File: config.mk
export PLATFORM = sky130hd
export DESIGN_NAME = bus_arbiter_flat
export DESIGN_NICKNAME = d
export VERILOG_FILES = /design/src/rtl/bus_arbiter_pkg.sv /design/src/rtl/bus_arbiter_if.sv /design/src/rtl/bus_arbiter_rr_picker.sv /design/src/rtl/bus_arbiter.sv /design/src/flat_wrapper.sv
export SDC_FILE = /design/constraint.sdc
export NUM_CORES = 1
export LEC_CHECK = 0
export ABC_AREA = 1
export ABC_CLOCK_PERIOD_IN_PS = 2300
export CAP_MARGIN = 20
export CORE_ASPECT_RATIO = 1.2
export CORE_UTILIZATION = 25
export DETAILED_ROUTE_END_ITERATION = 6
export MAX_ROUTING_LAYER = met4
export PLACE_DENSITY = 0.55
export SLEW_MARGIN = 5
export SYNTH_ARGS = -nofsm -noshare
export SYNTH_HDL_FRONTEND = slang
export SYNTH_SLANG_ARGS = --single-unit
File: constraint.sdc
create_clock -name I_clock -period 2.3 [get_ports I_clock]
set_input_delay 0.575 -clock I_clock [delete_from_list [all_inputs] [get_ports I_clock]]
set_output_delay 0.575 -clock I_clock [all_outputs]
set_load 0.02 [all_outputs]
File: src/rtl/bus_arbiter_pkg.sv
// bus_arbiter_pkg: shared types and constants for the memory-port arbiter.
//   t_arb_state   : arbiter FSM states
//   C_PRIO_RR     : pure round-robin arbitration
//   C_PRIO_CH0    : channel 0 wins whenever it requests
//   ack_latency() : cycles from grant decision to ack for a given memory latency
package bus_arbiter_pkg;

   typedef enum logic [1:0] {
      S_IDLE,
      S_ACCESS,
      S_WAIT,
      S_ACK
   } t_arb_state;

   localparam int C_PRIO_RR  = 0;
   localparam int C_PRIO_CH0 = 1;

   function automatic int ack_latency(input int mem_latency);
      return mem_latency + 2;
   endfunction

endpackage

File: src/rtl/bus_arbiter_if.sv
// bus_arbiter_if: requester side and memory side of the arbiter.
//   I_req/I_we/I_addr/I_wdata : flattened per-channel requests
//   O_ack/O_rdata             : per-channel completion pulse and read data
//   O_mem_*/I_mem_data        : single memory port (dpmem)
//   O_busy                    : transaction in flight
// Modport slave is the arbiter; master is the requesters plus the memory.
interface bus_arbiter_if #(
   parameter int P_channels  = 2,
   parameter int P_addr_bits = 16,
   parameter int P_data_bits = 8
);
   logic [P_channels-1:0]             I_req;
   logic [P_channels-1:0]             I_we;
   logic [P_channels*P_addr_bits-1:0] I_addr;
   logic [P_channels*P_data_bits-1:0] I_wdata;
   logic [P_channels-1:0]             O_ack;
   logic [P_channels*P_data_bits-1:0] O_rdata;
   logic [P_addr_bits-1:0]            O_mem_addr;
   logic                              O_mem_rden;
   logic                              O_mem_wren;
   logic [P_data_bits-1:0]            O_mem_data;
   logic [P_data_bits-1:0]            I_mem_data;
   logic                              O_busy;

   modport slave (
      input  I_req, I_we, I_addr, I_wdata, I_mem_data,
      output O_ack, O_rdata, O_mem_addr, O_mem_rden, O_mem_wren, O_mem_data, O_busy
   );

   modport master (
      output I_req, I_we, I_addr, I_wdata, I_mem_data,
      input  O_ack, O_rdata, O_mem_addr, O_mem_rden, O_mem_wren, O_mem_data, O_busy
   );
endinterface

File: src/rtl/bus_arbiter_rr_picker.sv
// bus_arbiter_rr_picker: combinational round-robin search.
//   req_i  : request vector
//   ptr_i  : last granted channel; search starts at ptr_i+1 and wraps
//   mask_i : channels excluded from the search
//   win_o  : first unmasked requester found
//   vld_o  : a winner exists
module bus_arbiter_rr_picker #(
   parameter int  P_channels = 2,
   localparam int C_IDX_W    = (P_channels > 1) ? $clog2(P_channels) : 1
) (
   input  logic [P_channels-1:0] req_i,
   input  logic [C_IDX_W-1:0]    ptr_i,
   input  logic [P_channels-1:0] mask_i,
   output logic [C_IDX_W-1:0]    win_o,
   output logic                  vld_o
);
   // One extra bit so ptr + offset (< 2*P_channels) never overflows before the wrap.
   logic [C_IDX_W:0] cand;

   always_comb begin
      win_o = '0;
      vld_o = 1'b0;
      cand  = '0;
      for (int i = 1; i <= P_channels; i++) begin
         cand = {1'b0, ptr_i} + (C_IDX_W + 1)'(i);
         if (cand >= (C_IDX_W + 1)'(P_channels)) begin
            cand = cand - (C_IDX_W + 1)'(P_channels);
         end
         if (!vld_o && req_i[cand[C_IDX_W-1:0]] && !mask_i[cand[C_IDX_W-1:0]]) begin
            vld_o = 1'b1;
            win_o = cand[C_IDX_W-1:0];
         end
      end
   end
endmodule

File: src/rtl/bus_arbiter.sv
// bus_arbiter: N-channel arbiter in front of one dpmem port.
//   I_clock : system clock
//   I_reset : asynchronous active-low reset
//   bus     : bus_arbiter_if.slave (requests, acks, read data, memory strobes)
// One transaction at a time: IDLE (grant) -> ACCESS (one-cycle strobe) ->
// WAIT (P_mem_latency cycles) -> ACK (one-cycle ack, read data valid).
module bus_arbiter
   import bus_arbiter_pkg::*;
#(
   parameter int P_channels    = 2,
   parameter int P_addr_bits   = 16,
   parameter int P_data_bits   = 8,
   parameter int P_mem_latency = 1,
   parameter int P_prio_mode   = C_PRIO_RR
) (
   input  logic         I_clock,
   input  logic         I_reset,
   bus_arbiter_if.slave bus
);
   localparam int C_IDX_W = (P_channels > 1) ? $clog2(P_channels) : 1;
   localparam int C_CNT_W = $clog2(ack_latency(P_mem_latency));
   // In priority mode channel 0 is decided outside the round-robin search.
   localparam logic [P_channels-1:0] C_RR_MASK =
      (P_prio_mode == C_PRIO_CH0) ? P_channels'(1) : '0;

   t_arb_state                        state_q, state_d;
   logic [C_IDX_W-1:0]                ptr_q, ptr_d;
   logic [C_IDX_W-1:0]                win_q, win_d;
   logic                              we_q, we_d;
   logic [P_addr_bits-1:0]            addr_q, addr_d;
   logic [P_data_bits-1:0]            wdata_q, wdata_d;
   logic                              rden_q, rden_d;
   logic                              wren_q, wren_d;
   logic [C_CNT_W-1:0]                cnt_q, cnt_d;
   logic [P_channels-1:0]             ack_q, ack_d;
   logic [P_channels*P_data_bits-1:0] rdata_q, rdata_d;
   logic                              busy_q, busy_d;

   logic [C_IDX_W-1:0]                pick_idx;
   logic                              pick_vld;
   logic [C_IDX_W-1:0]                grant_idx;
   logic                              grant_vld;

   bus_arbiter_rr_picker #(.P_channels(P_channels)) u_picker (
      .req_i  (bus.I_req),
      .ptr_i  (ptr_q),
      .mask_i (C_RR_MASK),
      .win_o  (pick_idx),
      .vld_o  (pick_vld)
   );

   always_comb begin
      state_d   = state_q;
      ptr_d     = ptr_q;
      win_d     = win_q;
      we_d      = we_q;
      addr_d    = addr_q;
      wdata_d   = wdata_q;
      cnt_d     = cnt_q;
      rdata_d   = rdata_q;
      busy_d    = busy_q;
      rden_d    = 1'b0;
      wren_d    = 1'b0;
      ack_d     = '0;
      grant_vld = 1'b0;
      grant_idx = '0;

      case (state_q)
         S_IDLE: begin
            // A channel-0 priority grant leaves the round-robin pointer alone.
            if (P_prio_mode == C_PRIO_CH0 && bus.I_req[0]) begin
               grant_vld = 1'b1;
            end else if (pick_vld) begin
               grant_vld = 1'b1;
               grant_idx = pick_idx;
               ptr_d     = pick_idx;
            end
            if (grant_vld) begin
               win_d   = grant_idx;
               we_d    = bus.I_we[grant_idx];
               addr_d  = bus.I_addr[grant_idx*P_addr_bits +: P_addr_bits];
               wdata_d = bus.I_wdata[grant_idx*P_data_bits +: P_data_bits];
               rden_d  = ~bus.I_we[grant_idx];
               wren_d  = bus.I_we[grant_idx];
               busy_d  = 1'b1;
               state_d = S_ACCESS;
            end
         end
         S_ACCESS: begin
            cnt_d   = C_CNT_W'(P_mem_latency - 1);
            state_d = S_WAIT;
         end
         S_WAIT: begin
            // Counter at zero means I_mem_data carries the strobed read this cycle.
            if (cnt_q == '0) begin
               ack_d[win_q] = 1'b1;
               busy_d       = 1'b0;
               state_d      = S_ACK;
               if (!we_q) begin
                  rdata_d[win_q*P_data_bits +: P_data_bits] = bus.I_mem_data;
               end
            end else begin
               cnt_d = cnt_q - 1'b1;
            end
         end
         S_ACK: begin
            state_d = S_IDLE;
         end
         default: begin
            state_d = S_IDLE;
         end
      endcase
   end

   always_ff @(posedge I_clock or negedge I_reset) begin
      if (!I_reset) begin
         state_q <= S_IDLE;
         ptr_q   <= C_IDX_W'(P_channels - 1);
         win_q   <= '0;
         we_q    <= 1'b0;
         addr_q  <= '0;
         wdata_q <= '0;
         rden_q  <= 1'b0;
         wren_q  <= 1'b0;
         cnt_q   <= '0;
         ack_q   <= '0;
         rdata_q <= '0;
         busy_q  <= 1'b0;
      end else begin
         state_q <= state_d;
         ptr_q   <= ptr_d;
         win_q   <= win_d;
         we_q    <= we_d;
         addr_q  <= addr_d;
         wdata_q <= wdata_d;
         rden_q  <= rden_d;
         wren_q  <= wren_d;
         cnt_q   <= cnt_d;
         ack_q   <= ack_d;
         rdata_q <= rdata_d;
         busy_q  <= busy_d;
      end
   end

   assign bus.O_ack      = ack_q;
   assign bus.O_rdata    = rdata_q;
   assign bus.O_mem_addr = addr_q;
   assign bus.O_mem_rden = rden_q;
   assign bus.O_mem_wren = wren_q;
   assign bus.O_mem_data = wdata_q;
   assign bus.O_busy     = busy_q;
endmodule

File: src/flat_wrapper.sv
// flat-port wrapper written by rule: the top's interface ports become plain ports
module bus_arbiter_flat import bus_arbiter_pkg::*;
#(
   parameter int P_channels    = 2,
   parameter int P_addr_bits   = 16,
   parameter int P_data_bits   = 8,
   parameter int P_mem_latency = 1,
   parameter int P_prio_mode   = C_PRIO_RR
)
  (I_clock, I_reset, bus_I_req, bus_I_we, bus_I_addr, bus_I_wdata, bus_I_mem_data, bus_O_ack, bus_O_rdata, bus_O_mem_addr, bus_O_mem_rden, bus_O_mem_wren, bus_O_mem_data, bus_O_busy);
  bus_arbiter_if #(.P_channels(P_channels), .P_addr_bits(P_addr_bits), .P_data_bits(P_data_bits)) bus_i ();
  input  logic I_clock;
  input  logic I_reset;
  input wire logic [$bits(bus_i.I_req)-1:0] bus_I_req;
  input wire logic [$bits(bus_i.I_we)-1:0] bus_I_we;
  input wire logic [$bits(bus_i.I_addr)-1:0] bus_I_addr;
  input wire logic [$bits(bus_i.I_wdata)-1:0] bus_I_wdata;
  input wire logic [$bits(bus_i.I_mem_data)-1:0] bus_I_mem_data;
  output wire logic [$bits(bus_i.O_ack)-1:0] bus_O_ack;
  output wire logic [$bits(bus_i.O_rdata)-1:0] bus_O_rdata;
  output wire logic [$bits(bus_i.O_mem_addr)-1:0] bus_O_mem_addr;
  output wire logic [$bits(bus_i.O_mem_rden)-1:0] bus_O_mem_rden;
  output wire logic [$bits(bus_i.O_mem_wren)-1:0] bus_O_mem_wren;
  output wire logic [$bits(bus_i.O_mem_data)-1:0] bus_O_mem_data;
  output wire logic [$bits(bus_i.O_busy)-1:0] bus_O_busy;
  assign bus_i.I_req = bus_I_req;
  assign bus_i.I_we = bus_I_we;
  assign bus_i.I_addr = bus_I_addr;
  assign bus_i.I_wdata = bus_I_wdata;
  assign bus_i.I_mem_data = bus_I_mem_data;
  assign bus_O_ack = bus_i.O_ack;
  assign bus_O_rdata = bus_i.O_rdata;
  assign bus_O_mem_addr = bus_i.O_mem_addr;
  assign bus_O_mem_rden = bus_i.O_mem_rden;
  assign bus_O_mem_wren = bus_i.O_mem_wren;
  assign bus_O_mem_data = bus_i.O_mem_data;
  assign bus_O_busy = bus_i.O_busy;
  bus_arbiter #(.P_channels(P_channels), .P_addr_bits(P_addr_bits), .P_data_bits(P_data_bits), .P_mem_latency(P_mem_latency), .P_prio_mode(P_prio_mode)) u_core (.I_clock(I_clock), .I_reset(I_reset), .bus(bus_i));
endmodule
# Yosys cells after proc, flatten, opt, wreduce, memory -nomap -nowiden
# Cells that the tools add are included.
# classes
addsub	6
order_cmp	7
n_eq_ne	6
shift	4
mux	35
bitwise	2
reduce_logical	17
# op_table
cell	count
4-bit negation with 34-bit output	1
8-bit by 34-bit variable shift with 16-bit output (first input constant)	1
8-bit by 34-bit variable part select with 16-bit output	1
32-bit by 6-bit variable part select with 16-bit output	1
1-bit two-way mux	25
16-bit bitwise mux	1
16-bit by 5-bit variable part select with 8-bit output	1
2-bit two-way mux	5
1-bit by 2-bit less-than comparator with 1-bit output (second input constant)	4
2-bit one-hot mux with 4 select lines	1
2-bit AND reduction	4
3-bit AND reduction	2
2-bit == test (second input constant)	2
2-bit >= comparator (second input constant)	2
1-bit logical AND	4
2-bit zero test	2
2-bit by 1-bit inequality test with 1-bit output (second input constant)	2
2-bit one-hot mux with 2 select lines	1
2-bit nonzero test	2
1-bit zero test	3
1-bit by 1-bit adder with 2-bit output (second input constant)	1
1-bit by 2-bit adder with 2-bit output (second input constant)	1
2-bit by 1-bit == test with 1-bit output (second input constant)	1
2-bit inequality test (second input constant)	1
other kinds (6)	8
# totals
reg_bits	52
inputBits	62

# Logic depth before layout (Yosys ltp)
# depth
word_depth	19
depth_mapped	8
ltp_nobuf	7

# Hierarchy
# A second synthesis with hierarchy kept.
# hier_totals
cells_unflattened	326
area_unflattened_um2	2497.4
# by_module_without_submodules
mod	instances	cells_each	area_per_inst_um2	seq_area_each_um2
bus_arbiter	1	318	2464.9	1302.5
bus_arbiter_rr_picker	1	8	32.5	0.0

# Worst setup path after synthesis
# No wires, ideal clock.
# synth_timing
path_kind	input -> register
startpoint	input bus_I_req[1]
endpoint	register u_core.addr_q[10], in the netlist u_core.bus.O_mem_addr[10]
setup_time_ns	0.117
arrival_time_ns	1.226
slack_ns	0.957
cell_stages	6
n_path_buf	2
cell_sequence	buf_4 nor2_4 nor2_8 buf_4 nand3_1 nand2_1
# synth_via
elab_chain_len	11
# synth_lines
item	line_no	text
start: declaration	flat_wrapper.sv:14	input wire logic [$bits(bus_i.I_req)-1:0] bus_I_req;
1-bit two-way mux (not written as such) (2 in series)	bus_arbiter_rr_picker.sv:29	if (!vld_o && req_i[cand[C_IDX_W-1:0]] && !mask_i[cand[C_IDX_W-1:0]]) begin
1-bit logical AND	bus_arbiter_rr_picker.sv:29	
1-bit two-way mux	bus_arbiter_rr_picker.sv:29	
1-bit zero test	bus_arbiter_rr_picker.sv:29	
1-bit logical AND (2 in series)	bus_arbiter_rr_picker.sv:29	
1-bit two-way mux	bus_arbiter_rr_picker.sv:29	
1-bit two-way mux	bus_arbiter.sv:73	end else if (pick_vld) begin
1-bit two-way mux	bus_arbiter.sv:68	case (state_q)
32-bit by 6-bit variable part select with 16-bit output or 2-bit AND reduction (tied branches)	--	
end signal: assignment	bus_arbiter.sv:134	addr_q <= addr_d;
end: declaration	bus_arbiter.sv:30	logic [P_addr_bits-1:0] addr_q, addr_d;
# Parallel ways exist; a longest one is shown, timed or not. The select of a mux whose other input is x is not followed.
# A chain may end at the register's enable or synchronous reset.

# Worst setup path after layout
# layout_timing
startpoint	register u_core.addr_q[15], in the netlist u_core.bus.O_mem_addr[15]
endpoint	output bus_O_mem_addr[15]
# layout_lines
item	line_no	text
end: declaration	flat_wrapper.sv:21	output wire logic [$bits(bus_i.O_mem_addr)-1:0] bus_O_mem_addr;
# No word-level cell between the ends.

==> results.md <==
* Ys flop type: dfrtp_1
* Synth Instances at 302
* Layout net count at approximately 470
* Depth of the most critical reg-to-reg path at 7
* Area growth from synthesis to final layout at 52.8%
* Kind of cell adding the most delay to the critical path: buffers and inverters
* Maximum number of pins on one net before global-route repair at 32
* Final estimated routing congestion in global placement at between 0.7 and 0.8
* Worst-path cell chain: clkdlybuf4s50_1
* Floorplan die width at 94.1 um
* Sinks on the clock net at 52
* Clock tree from TritonCTS: yes
* Total routed wirelength at 6840 um
* Initial antenna violation count at 0
* Warnings, synthesis at 0
* Average wire per standard cell at 12.8 um
* Setup Buffers After CTS at 0
* Setup Total Neg Slack at 0 ns
* CTS Hold Bufs at 0
* EDFF count, synth at 0
* Maxcap violations at 0
* Area used by multi-input combinational logic at around 1000 um2
* Final Setup Violations at 0
* Unrepaired setup endpoints after global routing: false
* Detail Route met2 WL at between 3000 and 4000 um
* Average footprint of a synthesized cell at around 8.4 um2
* Sequential area share after synthesis at roughly half
* Hold Violations, Final at 0
* Crit path buf inv count at 1
* Synth unique cells at 21
* Crit path launch type: register
* End-of-flow core utilization at a little under 40%
* Post-synthesis async set-or-reset flop share at 100%
* Crit Path Class: reg2out
* Share of layout cells above drive strength 1 at 7.11%
* Router iterations before antenna repair at 5
* TritonCTS Buffers at 5
* Fin cells at around 530
* Post-Synthesis Cell Area at roughly 2500 um2
* N_diodes at 0
* Detailed-route DRC error count at 0
* Cell type of the slowest stage on the worst timing path: clkdlybuf4s50_1
* Number of cells upsized or downsized after cts at 0
* Final worst-path cycle share at around four fifths
* Core footprint at 9960 um2
* Total global routing track utilization at between 10% and 20%
* Leakage component of the power at between 0.0015 and 0.002 uW
* Crit-path max cell delay at 0.61 ns
* Final count of pins violating max slew at 0
* Count of input and output buffers at about 110
* Number of DRC markers after the initial detailed-route iteration at 91
* Remaining antenna violation count at 0
* Vias per cell at ~4.3
* Cell row count at 40
* Category of the worst setup path capture point: output pin
* DR vias at approximately 2,300
* Wire length on met3 at just over 400 um
* Power per standard cell area at around 1300 nW/um2
* Slew at the pin closest to its max-slew limit at between 0.5 and 0.6 ns
* Post-route clock skew at between 0.004 and 0.005 ns
* Timing-limited maximum frequency at approximately 540 MHz
* Most common library cell in the layout ignoring fill and taps: nand2_1
* Vias in the first global route at 2,212
* Required @ worst endpoint at roughly 1.7 ns
* Met1 Routed Length at 2980 um
* Chip Height at ~110 um
* Worst min path class: in2async
* Highest metal layer used by the detailed router: met4
* Leading cell types in the layout, fill and taps excluded: nand2_1 (107), clkdlybuf4s50_1 (105), dfrtp_1 (51), inv_1 (43), nand3_1 (29)
* Clock-pin transition on the worst setup and hold timing paths at approximately 0.060 ns
* Seq cells post-synth at between 50 and 60
* Worst-case clock buffer depth at 2
* Post-placement cell count at about 530
* I/O pin total at approximately 110
* Number of levels the H-tree was split into at 2
* Post-detailed-placement half-perimeter wirelength at between 5000 and 6000 um
* Global-route wire length before repair at roughly 11,000 um
* Die footprint at around 11,000 um2
* Crit Path Max Fanout at 2
* Layout fillers at 995
* Number of cells on the critical path at 1
* Tightest slew margin relative to the limit at roughly 63%
* Worst vdd ir at approximately 0.36 mV
* Root buffer selected by CTS: clkbuf_16
* Post-synthesis net count at approximately 370
* Residual overflow from global routing at 0
* Clock insertion delay at the later pin of the skew report at just under 0.3 ns
* Shortest period the worst path allows at approximately 1.8 ns
* Initial core utilization at between 20% and 30%
* Status: completed
* Arrival time worst endpoint at about 1.3 ns
* Sequential cell area at ~1300 um2
## cells by family after synthesis
family	count (synthesis)	share of synthesized area [%]
compound gates	20	4.72
flops	52	51.2
fa+ha+maj	4	1.97
simple gates	169	31.6
buf+inv	57	10.6
## area by class of cell
| class | instances | share of cell area, % |
|---|---|---|
| Clock inverter | 3 | 1.09 |
| Multi-Input combinational cell | 193 | 25.0 |
| Inverter | 44 | 4.31 |
| Sequential cell | 52 | 33.5 |
| Timing Repair Buffer | 111 | 28.8 |
| Clock buffer | 5 | 3.22 |
| Tap cell | 126 | 4.06 |
## stage by stage
| stage | setup slack [ns] | hold slack (ns) | instance area (um2) | power, uW |
|---|---|---|---|---|
| after floorplan | 0.957 | 0.279 | 2540 | 2990 |
| after global placement | 0.277 | 0.449 | 3720 | 4050 |
| after detailed placement | 0.250 | 0.449 | 3720 | 4100 |
| after CTS | 0.439 | 0.293 | 3890 | 4950 |
| after global routing | 0.416 | 0.308 | 3890 | 5220 |
| final | 0.458 | 0.272 | 3890 | 4870 |
## final timing paths
path	slack [ns]	start	to
max	0.46	u_core.bus.O_mem_addr[15]	bus_O_mem_addr[15]
min reg2reg	0.46	u_core.win_q	u_core.bus.O_ack[0]
max in group asynchronous	1.40	I_reset	u_core.ptr_q
min in group I_clock	0.46	u_core.win_q	u_core.bus.O_ack[0]
min	0.27	I_reset	u_core.bus.O_mem_data[5]
max reg2reg	0.80	u_core.state_q[0]	u_core.bus.O_mem_data[2]
## flip-flops by register name (all words and copies together), names as in the netlist
register / flops
u_core.cnt_q: 2
u_core.bus.O_mem_rden: 1
u_core.bus.O_mem_data: 8
u_core.state_q: 2
u_core.bus.O_rdata: 16
u_core.bus.O_ack: 2
u_core.we_q: 1
u_core.bus.O_busy: 1
u_core.ptr_q: 1
u_core.bus.O_mem_addr: 16
u_core.bus.O_mem_wren: 1
u_core.win_q: 1
## synthesized netlist by cell type, types with 2 or more instances
| cell | instances | area share (%) |
|---|---|---|
| nand2_1 | 107 | 16 |
| dfrtp_1 | 51 | 50 |
| inv_1 | 43 | 6.3 |
| nand3_1 | 29 | 5.7 |
| nand3b_1 | 25 | 7.4 |
| o21ai_1 | 11 | 2.2 |
| buf_4 | 5 | 1.5 |
| o21ai_2 | 5 | 1.7 |
| buf_6 | 4 | 1.8 |
| ha_1 | 4 | 2.0 |
| nand2_2 | 4 | 0.98 |
| buf_2 | 3 | 0.59 |
| nor2_2 | 2 | 0.49 |
| o21ai_0 | 2 | 0.39 |
## metal layers
layer / up-vias / track usage, %
li1: 1141 / -
met2: 63 / 22.1
met3: 9 / 2.91
met4: 0 / 4.10
met5: - / -
met1: 1076 / 16.5
## report_power, final
group          internal, uW  total [uW]  switching [uW]  leakage [uW]
registers              1360        1590             233      0.000641
clock network           511         829             318     0.0000798
logic                  1110        2450            1350       0.00118
total                  2970        4870            1900       0.00190
No activity file was read; power rests on OpenSTA's default activity.
